===== config.mk =====
export PLATFORM = sky130hd
export DESIGN_NAME = sm_directory_flat
export DESIGN_NICKNAME = d
export VERILOG_FILES = /design/src/rtl/sm_directory_if.sv /design/src/rtl/sm_directory.sv /design/src/flat_wrapper.sv
export SDC_FILE = /design/constraint.sdc
export NUM_CORES = 1
export LEC_CHECK = 0
export CAP_MARGIN = 10
export CORE_MARGIN = 4
export CORE_UTILIZATION = 50
export DETAILED_ROUTE_END_ITERATION = 10
export PLACE_DENSITY = 0.76
export SLEW_MARGIN = 40
export SYNTH_ARGS = -nofsm -noshare
export SYNTH_HDL_FRONTEND = slang
export SYNTH_SLANG_ARGS = --single-unit

===== constraint.sdc =====
create_clock -name clock -period 2.3 [get_ports clock]
set_input_delay 0.345 -clock clock [delete_from_list [all_inputs] [get_ports clock]]
set_output_delay 0.345 -clock clock [all_outputs]
set_load 0.01 [all_outputs]

===== src/rtl/sm_directory_if.sv =====
// Request channel from the caches into the directory controller.
// Valid/ready handshake carrying the message type and requesting node.
interface sm_directory_if #(
  parameter int NODE_W = 2
);
  logic              req_valid;
  logic              req_ready;
  logic [1:0]        req_type;
  logic [NODE_W-1:0] req_node;

  modport master (
    output req_valid,
    output req_type,
    output req_node,
    input  req_ready
  );

  modport slave (
    input  req_valid,
    input  req_type,
    input  req_node,
    output req_ready
  );
endinterface


===== src/rtl/sm_directory.sv =====
// MSI directory controller for a single memory block.
// Tracks global state and sharers; fetches from owner on conflicts.
module sm_directory #(
  parameter int NODES  = 4,
  parameter int NODE_W = 2
) (
  input  logic              clock,
  input  logic              reset_n,
  sm_directory_if.slave     req,
  input  logic              wb_valid,
  input  logic [NODE_W-1:0] wb_node,
  output logic [NODES-1:0]  fetch,
  output logic [NODES-1:0]  invalidate,
  output logic              reply_valid,
  output logic [NODE_W-1:0] reply_node,
  output logic              mem_write,
  output logic [1:0]        dir_state,
  output logic [NODES-1:0]  sharers,
  output logic              busy
);

  typedef enum logic {
    IDLE,
    WAIT_WB
  } ctrl_t;

  typedef enum logic [1:0] {
    UNC = 2'b00,
    SHR = 2'b01,
    EXC = 2'b10
  } dir_t;

  localparam logic [1:0] T_RD = 2'b00;
  localparam logic [1:0] T_WB = 2'b11;

  ctrl_t             ctrl;
  dir_t              dir;
  logic [NODE_W-1:0] pend_node;
  logic              pend_write;

  logic [NODES-1:0]  n_bit;
  logic [NODES-1:0]  wb_bit;
  logic [NODES-1:0]  p_bit;
  logic              own_req;
  logic              wb_hit;
  logic              is_rd;
  logic              is_wb;
  logic              accept;

  function automatic logic [NODES-1:0] bit_of(
    input logic [NODE_W-1:0] id
  );
    logic [NODES-1:0] v;
    for (int i = 0; i < NODES; i++) begin
      v[i] = (id == NODE_W'(i));
    end
    return v;
  endfunction

  assign n_bit   = bit_of(req.req_node);
  assign wb_bit  = bit_of(wb_node);
  assign p_bit   = bit_of(pend_node);
  // Owner is the sole set bit of sharers while Exclusive.
  assign own_req = |(sharers & n_bit);
  assign wb_hit  = |(sharers & wb_bit);
  assign is_rd   = (req.req_type == T_RD);
  assign is_wb   = (req.req_type == T_WB);
  assign accept  = req.req_valid && (ctrl == IDLE);

  assign req.req_ready = (ctrl == IDLE);
  assign busy          = (ctrl == WAIT_WB);
  assign dir_state     = dir;

  always_ff @(posedge clock) begin
    if (!reset_n) begin
      ctrl        <= IDLE;
      dir         <= UNC;
      sharers     <= '0;
      fetch       <= '0;
      invalidate  <= '0;
      reply_valid <= 1'b0;
      reply_node  <= '0;
      mem_write   <= 1'b0;
      pend_node   <= '0;
      pend_write  <= 1'b0;
    end else begin
      fetch       <= '0;
      invalidate  <= '0;
      reply_valid <= 1'b0;
      mem_write   <= 1'b0;
      unique case (ctrl)
        IDLE: begin
          if (accept) begin
            unique case (1'b1)
              (dir == UNC): begin
                if (!is_wb) begin
                  reply_valid <= 1'b1;
                  reply_node  <= req.req_node;
                  sharers     <= n_bit;
                  dir         <= is_rd ? SHR : EXC;
                end
              end
              (dir == SHR): begin
                if (is_rd) begin
                  reply_valid <= 1'b1;
                  reply_node  <= req.req_node;
                  sharers     <= sharers | n_bit;
                end else if (!is_wb) begin
                  invalidate  <= sharers & ~n_bit;
                  reply_valid <= 1'b1;
                  reply_node  <= req.req_node;
                  sharers     <= n_bit;
                  dir         <= EXC;
                end
              end
              (dir == EXC && own_req): begin
                if (is_wb) begin
                  mem_write <= 1'b1;
                  sharers   <= '0;
                  dir       <= UNC;
                end else begin
                  reply_valid <= 1'b1;
                  reply_node  <= req.req_node;
                  if (is_rd) begin
                    sharers <= n_bit;
                    dir     <= SHR;
                  end
                end
              end
              (dir == EXC && !own_req): begin
                // Stale writeBack from a non-owner is dropped.
                if (!is_wb) begin
                  fetch      <= sharers;
                  invalidate <= is_rd ? '0 : sharers;
                  pend_node  <= req.req_node;
                  pend_write <= !is_rd;
                  ctrl       <= WAIT_WB;
                end
              end
              default: ;
            endcase
          end
        end
        WAIT_WB: begin
          if (wb_valid && wb_hit) begin
            mem_write   <= 1'b1;
            reply_valid <= 1'b1;
            reply_node  <= pend_node;
            ctrl        <= IDLE;
            if (pend_write) begin
              sharers <= p_bit;
              dir     <= EXC;
            end else begin
              sharers <= sharers | p_bit;
              dir     <= SHR;
            end
          end
        end
        default: ctrl <= IDLE;
      endcase
    end
  end

endmodule


===== src/flat_wrapper.sv =====
// flat-port wrapper written by rule: the top's interface ports become plain ports
module sm_directory_flat 
#(
  parameter int NODES  = 4,
  parameter int NODE_W = 2
)
  (clock, reset_n, wb_valid, wb_node, fetch, invalidate, reply_valid, reply_node, mem_write, dir_state, sharers, busy, req_req_valid, req_req_type, req_req_node, req_req_ready);
  sm_directory_if #(.NODE_W(NODE_W)) req_i ();
  input  logic clock;
  input  logic reset_n;
  input  logic wb_valid;
  input  logic [NODE_W-1:0] wb_node;
  output logic [NODES-1:0] fetch;
  output logic [NODES-1:0] invalidate;
  output logic reply_valid;
  output logic [NODE_W-1:0] reply_node;
  output logic mem_write;
  output logic [1:0] dir_state;
  output logic [NODES-1:0] sharers;
  output logic busy;
  input wire logic [$bits(req_i.req_valid)-1:0] req_req_valid;
  input wire logic [$bits(req_i.req_type)-1:0] req_req_type;
  input wire logic [$bits(req_i.req_node)-1:0] req_req_node;
  output wire logic [$bits(req_i.req_ready)-1:0] req_req_ready;
  assign req_i.req_valid = req_req_valid;
  assign req_i.req_type = req_req_type;
  assign req_i.req_node = req_req_node;
  assign req_req_ready = req_i.req_ready;
  sm_directory #(.NODES(NODES), .NODE_W(NODE_W)) u_core (.clock(clock), .reset_n(reset_n), .req(req_i), .wb_valid(wb_valid), .wb_node(wb_node), .fetch(fetch), .invalidate(invalidate), .reply_valid(reply_valid), .reply_node(reply_node), .mem_write(mem_write), .dir_state(dir_state), .sharers(sharers), .busy(busy));
endmodule

; After elaboration in Yosys (flattened, before gate mapping)
; Index checks and enable logic that the tools add are counted.
[word_totals]
output_inout_bits = 20
regBits = 22
elab_cells = 106
inputBits = 10
[op_classes]
reduce_logical = 20
n_eq_ne = 20
n_bitwise = 11
n_mux = 45
[ops]
columns = op, n
row1 = two-way mux 4 bit, 11
row2 = two-way mux 2 bit, 13
row3 = "equality test 2 bit, second input constant", 8
row4 = one-hot mux 4 bit (2 select lines), 2
row5 = bitwise AND 4 bit, 3
row6 = one-hot mux 2 bit (2 select lines), 3
row7 = one-hot mux 4 bit (3 select lines), 1
row8 = logical NOT 2 bit, 5
row9 = two-way mux 1 bit, 10
row10 = "!= test 3 bit, second input constant", 3
row11 = "equality test 2 x 1 -> 1 bit, second input constant", 4
row12 = bitwise OR 4 bit, 2
row13 = one-hot mux 1 bit (2 select lines), 4
row14 = AND reduction 4 bit, 2
row15 = OR reduction 4 bit, 2
row16 = AND reduction 7 bit, 1
row17 = one-hot mux 2 bit (3 select lines), 1
row18 = inverter 1 bit, 5
row19 = OR reduction 5 bit, 1
row20 = logical AND 1 bit, 4
row21 = "!= test 4 x 1 -> 1 bit, second input constant", 1
row22 = "!= test 4 x 2 -> 1 bit, second input constant", 1
row23 = inverter 4 bit, 1
row24 = "!= test 3 x 2 -> 1 bit, second input constant", 1
row25 = 6 further kinds, 7

; Depth between registers and ports, before layout
; Gate-level depths: netlist (run 1).
[depth]
depth_word = 8
mapped_depth = 8
ltp_nobuf = 7

; Worst setup path before layout (run 1)
; Ideal clock, no wire load.
[synth_timing]
kind = reg-to-reg
start = reg u_core.sharers[1]
end = reg u_core.pend_node[0]
arrival_time_ps = 1675
synth_period_minus_slack_ps = 1794
t_required_ps = 2181
n_path_buf = 2
stages_incl_launch_ff = 8
setup_slack_ps = 506
setup_time_ps = 119
path_cell_list = dfxtp_1 -> buf_6 -> mux4_2 -> nor3_4 -> and2_1 -> buf_6 -> mux2i_1 -> nor2_1
[synth_via]
elab_chain_cells = 5
[synth_lines]
columns = element, line
row1 = start: declaration, sm_directory.sv:18  ; output logic [NODES-1:0] sharers,
row2 = start signal: assignment, sm_directory.sv:99  ; sharers <= n_bit;
row3 = start signal: assignment, sm_directory.sv:107  ; sharers <= sharers | n_bit;
row4 = start signal: assignment, sm_directory.sv:112  ; sharers <= n_bit;
row5 = bitwise AND 4 bit, sm_directory.sv:64  ; assign own_req = |(sharers & n_bit);
row6 = OR reduction 4 bit, sm_directory.sv:64
row7 = logical NOT 1 bit, sm_directory.sv:130  ; (dir == EXC && !own_req): begin
row8 = logical AND 1 bit, sm_directory.sv:130
row9 = AND reduction 4 bit (no line), --
row10 = end signal: assignment, sm_directory.sv:135  ; pend_node <= req.req_node;
row11 = end: declaration, sm_directory.sv:38  ; logic [NODE_W-1:0] pend_node;
; Every way passes these cells.
; A chain may end at the register's enable or synchronous reset.

; Final worst setup path (run 1)
[layout_timing]
start = reg u_core.ctrl, in the netlist u_core.busy
end = out req_req_ready
[layout_via]
elab_chain_cells = 1
[layout_lines]
columns = element, line
row1 = start: declaration, sm_directory.sv:36  ; ctrl_t ctrl;
row2 = start signal: assignment, sm_directory.sv:76  ; ctrl <= IDLE;
row3 = start signal: assignment, sm_directory.sv:137  ; ctrl <= WAIT_WB;
row4 = start signal: assignment, sm_directory.sv:149  ; ctrl <= IDLE;
row5 = inverter 1 bit (no line), --
row6 = end: declaration, flat_wrapper.sv:24  ; output wire logic [$bits(req_i.req_ready)-1:0] req_req_ready;
; Every way passes these cells.

==> results_dict.tcl, run 1 <==
set metrics [dict create \
    hpwl_um 2996 \
    via_per_inst 6.064 \
    drc 0 \
    fin_util_pct 66.96 \
    cts_root_buf "clkbuf_4" \
    multi_input_area_um2 869.6 \
    setup_viol 0 \
    avgSynthCellArea_um2 8.483 \
    start_util_pct 52.13 \
    core_region_area_um2 2734 \
    synth.top_cells.by_count "22 x dfxtp_1, 18 x nand2_1, 16 x nor2_1" \
    max-slew-margin-rel_pct 60.64 \
    ys_dominant_reg_cell "dfxtp_1" \
    placed_cells 230 \
    yosys.cell_types.count 59 \
    timing.critical_path.required_ns 1.96 \
    p_per_area_nw_per_um2 573.1 \
    worstHoldPathType "reg2reg" \
    fin_area_um2 1831 \
    worst_slack_ns 0.2263 \
    io_buffers 29 \
    dr_total_vias 1419 \
    tightest_slew_ns 0.5896 \
    placed_area_um2 1778 \
    htree_num_levels 1 \
    worstSetupPathType "reg2out" \
    grt_pass1_vias 1312 \
    setup_tns_ns 0 \
    cts_tree "done" \
    dr.pass1.iters 6 \
    gr-total-overflow 0 \
    r2r_cells 5 \
    holdWs_ns 0.5838 \
    die_x_um 61.39 \
    synth_edf_count 0 \
    synth_top_area_cell "dfxtp_1" \
    final_cells 234 \
    crit_arrival_ns 1.73 \
    clockBufferDepth 2 \
    dp_slack_ns -0.04582 \
    cts_made_buffers 3 \
    die_area_um2 3768 \
    globalRouteTotalUtil_pct 23.51 \
    postSynth.asyncResetShare_pct 0 \
    fin_nets 216 \
    synthTopCellsByArea "dfxtp_1 31%, mux2i_1 6.3%, nand2_1 4.7%" \
    antenna_left 0 \
    ys.warnings.count 0 \
    hold_viol_final 0 \
    post-route-min-period_ns 2.074 \
    status "finished clean" \
    area_delta_synth_final_pct 28.45 \
    clkSinkCount 22 \
    ys_seq_elements 22 \
    post_cts_buffers 0 \
    crit_fanout 16 \
    peakVddDrop_v 0.0003605 \
    hold_buffers 0 \
    drtIter0Drc 68 \
    worstSetupEndpointType "primary output" \
    boundaryPins 30 \
    seqCellArea_um2 440.4 \
    finalClockSkew_ns 0.004143 \
    ctsResizeCount 0 \
    drv_slew 0 \
    die_y_um 61.39 \
    p_leak_nw 0.7461 \
    syn_inst 168 \
    gp_congestion 0.9717 \
    synth_fp_nets 180 \
    synth_top_area_share_pct 30.90 \
    fill_cells 241 \
    max_freq_mhz 482.2 \
    power_mw 1.049 \
    clk_latency_ns 0.31 \
    n_antenna_cell 0 \
    rsz0062_at_grt "no" \
    ys_seq_area_share_pct 30.90 \
    grt_first_pass_wirelength_um 6534 \
    whs_path_depth 2 \
    wl_um 4058 \
    synth_most_common_cell "dfxtp_1" \
    antenna_found_initial 0 \
    wire_per_inst_um 17.34 \
    num_rows 19 \
    drive_above_1_share_pct 15.27 \
    fin_crit_sh_pct 90.16 \
    synth_area_um2 1425 \
    cp-start-kind "flip-flop" \
    grt_max_degree 17 \
    maxCapViolations 0 \
    clk_pin_slew_ns 0.14 \
]
final cells by class:
type | instances | area share [%]
multi-input combinational | 125 | 47.51
sequential | 22 | 24.06
timing repair buffer | 43 | 21.60
tap | 31 | 2.119
inverter | 9 | 1.846
clock inverter | 1 | 1.640
clock buffer | 3 | 1.230
worst paths after layout:
path / slack [ns] / to / start
max reg2reg: 0.35 / u_core.dir_state[1] / u_core.sharers[1]
min reg2reg: 0.58 / u_core.reply_node[0] / u_core.reply_node[0]
min: 0.58 / u_core.reply_node[0] / u_core.reply_node[0]
max: 0.23 / req_req_ready / u_core.busy
cell usage in the layout (no fill, tap or decap), drive strengths merged, types with 2 or more instances in the layout:
master / n
inv: 7
nand2b: 2
and2: 6
a211oi: 3
clkbuf: 3
ha: 2
nor3: 7
mux2i: 9
nand3b: 2
o21ai: 4
o221ai: 2
nand3: 3
a32oi: 2
and3: 3
o311ai: 2
o211a: 2
dfxtp: 22
a21oi: 7
mux4: 2
nor2: 17
a31oi: 3
clkdlybuf4s50: 29
buf: 14
nor2b: 2
nand2: 19
or3: 2
clkinv: 2
power by group:
group | switching [mW] | total, mW | internal (mW)
combinational | 0.146 | 0.294 | 0.149
sequential | 0.0438 | 0.446 | 0.402
clock | 0.133 | 0.309 | 0.176
total | 0.322 | 1.05 | 0.727
sequential cells by signal, indices dropped and copies added, names as in the netlist:
signal              flops
u_core.fetch            4
u_core.invalidate       4
u_core.sharers          4
u_core.dir_state        2
u_core.pend_node        2
u_core.reply_node       2
u_core.busy             1
u_core.mem_write        1
u_core.pend_write       1
u_core.reply_valid      1
cells by family (layout without fill, tap and decap cells):
group,Yosys count,in the layout,synth area share [%]
simple gates,71,71,27.57
compound gates,40,40,21.16
flops,22,22,30.90
buf+inv,21,56,8.077
mux,12,12,10.54
fa+ha+maj,2,2,1.756
per-layer routing:
layer  track usage (%)  up-vias  share of wire [%]
met3             3.354        9                6.0
met4             8.788        0                2.1
met2             39.88       60                 48
li1                  -      682                  -
met1             30.20      668                 44
met5                 0        -                  0
critical path, stage by stage, from the launching register on:
cell and delay (ns):
dfxtp_1 0.72, clkinv_1 0.18, clkdlybuf4s50_1 0.51
No activity file was read; power rests on OpenSTA's default activity.
==> run 2: changes to the inputs <==
- CORE_UTILIZATION: 50 -> 54
- PLACE_DENSITY: 0.76 -> 0.84
- clock period: 2.3 -> 2.4 ns (I/O delays scaled with it)
==> run 2 against run 1 <==
Die area fell by 6.5%; cell count is 0.85% lower; sequential cell count stayed put; via count increased by 2.0%; critical path type is now in2reg; highest routed layer unchanged; clock power fell by 33%; combinational power decreased by 5%; setup slack gained 0.14 ns; first-iteration DRC count up 43%; clock skew is 0.0021 ns lower; non-clock buffer count shrank 1; sequential share of layout area up 0.33 points; clock-buffer cell count up 1.
==> results_dict.tcl, run 2 (synthesized netlist as in run 1, its figures left out) <==
set metrics [dict create \
    status "finished clean" \
    htree_num_levels 1 \
    timing.critical_path.required_ns 2.65 \
    worstSetupEndpointType "flip-flop" \
    worstHoldPathType "reg2reg" \
    fin_crit_sh_pct 84.66 \
    boundaryPins 30 \
    gr-total-overflow 0 \
    core_region_area_um2 2500 \
    p_per_area_nw_per_um2 504.8 \
    cts_root_buf "clkbuf_4" \
    hold_viol_final 0 \
    cp-start-kind "primary input" \
    crit_arrival_ns 2.28 \
    clockBufferDepth 2 \
    area_delta_synth_final_pct 26.69 \
    drtIter0Drc 97 \
    start_util_pct 57.01 \
    max_freq_mhz 492.2 \
    dr_total_vias 1448 \
    antenna_left 0 \
    tightest_slew_ns 0.4275 \
    holdWs_ns 0.5444 \
    gp_congestion 0.9918 \
    clk_latency_ns 0.31 \
    wl_um 4005 \
    post_cts_buffers 0 \
    antenna_found_initial 0 \
    wire_per_inst_um 17.26 \
    cts_made_buffers 3 \
    fill_cells 201 \
    ctsResizeCount 0 \
    globalRouteTotalUtil_pct 24.77 \
    clkSinkCount 22 \
    setup_viol 0 \
    n_antenna_cell 0 \
    post-route-min-period_ns 2.032 \
    io_buffers 29 \
    setup_tns_ns 0 \
    worstSetupPathType "in2reg" \
    num_rows 18 \
    layout_common_cells "29 x clkdlybuf4s50_1, 22 x dfxtp_1, 18 x nand2_1" \
    finalClockSkew_ns 0.002091 \
    grt_first_pass_wirelength_um 6541 \
    die_y_um 59.37 \
    drc 0 \
    die_x_um 59.37 \
    die_area_um2 3525 \
    p_leak_nw 0.7341 \
    clk_pin_slew_ns 0.12 \
    fin_nets 215 \
    maxCapViolations 0 \
    top_regs "u_core.fetch x4, u_core.invalidate x4, u_core.sharers x4" \
    dr.pass1.iters 4 \
    hpwl_um 3118 \
    drive_above_1_share_pct 14.85 \
    peakVddDrop_v 0.0004564 \
    rsz0062_at_grt "no" \
    grt_pass1_vias 1334 \
    grt_max_degree 14 \
    max-slew-margin-rel_pct 71.14 \
    layout_commonest_cell "clkdlybuf4s50_1" \
    cts_tree "done" \
    drv_slew 0 \
    hold_buffers 0 \
    crit_fanout 6 \
    via_per_inst 6.241 \
]
-- run 2: cell types whose count changed in the layout (fill, tap and decap cells not counted) --
cell       before  now
buf_4          14   13
bufinv_16       1    0
clkbuf_8        0    1
-- run 2: metrics by stage --
step / instances / power (mW) / utilization, % / setup slack [ns] / instance area (um^2)
after floorplan: 168 / 0.6016 / - / 0.6061 / 1425
after global placement: 228 / 0.7022 / 70.77 / 0.08775 / 1769
after detailed placement: 228 / 0.7079 / 70.77 / 0.04413 / 1769
after CTS: 232 / 0.9179 / 72.22 / 0.3855 / 1805
after global routing: 232 / 0.9593 / 72.22 / 0.2511 / 1805
final: 232 / 0.9115 / 72.22 / 0.3682 / 1805
-- run 2: power breakdown --
part           switching [mW]  internal, mW
logic                   0.138         0.140
registers              0.0400         0.385
clock network           0.115        0.0927
-- run 2: per-layer routing --
metal  share of wire (%)  routed length (um)  up-vias  global-route usage [%]
met5                   0                   0        -                       0
li1                    -                   -      681                       -
met3                 9.2                 369        5                   3.050
met2                  48                1906       74                   42.12
met4                 1.1                  45        0                   6.796
met1                  42                1683      688                   32.75
-- run 2: worst paths after layout --
path / start / end / slack (ns) / cells after the start
worst min register to register: u_core.sharers[3] / u_core.sharers[3] / 0.54 / 2
worst min-delay path: u_core.sharers[3] / u_core.sharers[3] / 0.54 / 2
worst max register to register: u_core.sharers[1] / u_core.dir_state[0] / 0.44 / 5
worst max-delay path: wb_node[0] / u_core.dir_state[0] / 0.37 / 6
-- run 2: critical path: stages --
cell             delay (ns)
clkdlybuf4s50_1        0.48
mux4_1                 0.62
a32oi_1                0.21
a21bo_2                0.29
nand2_4                0.13
mux2i_1                0.20
-- run 2: area by class of cell --
cell class / instances / area, um^2 / share of cell area, %
multi-input cells: 125 / 869.6 / 48.16
flip-flops and latches: 22 / 440.4 / 24.39
repair buffers: 42 / 387.9 / 21.48
well taps: 30 / 37.54 / 2.079
clock buffers: 4 / 36.28 / 2.010
inverters: 9 / 33.78 / 1.871
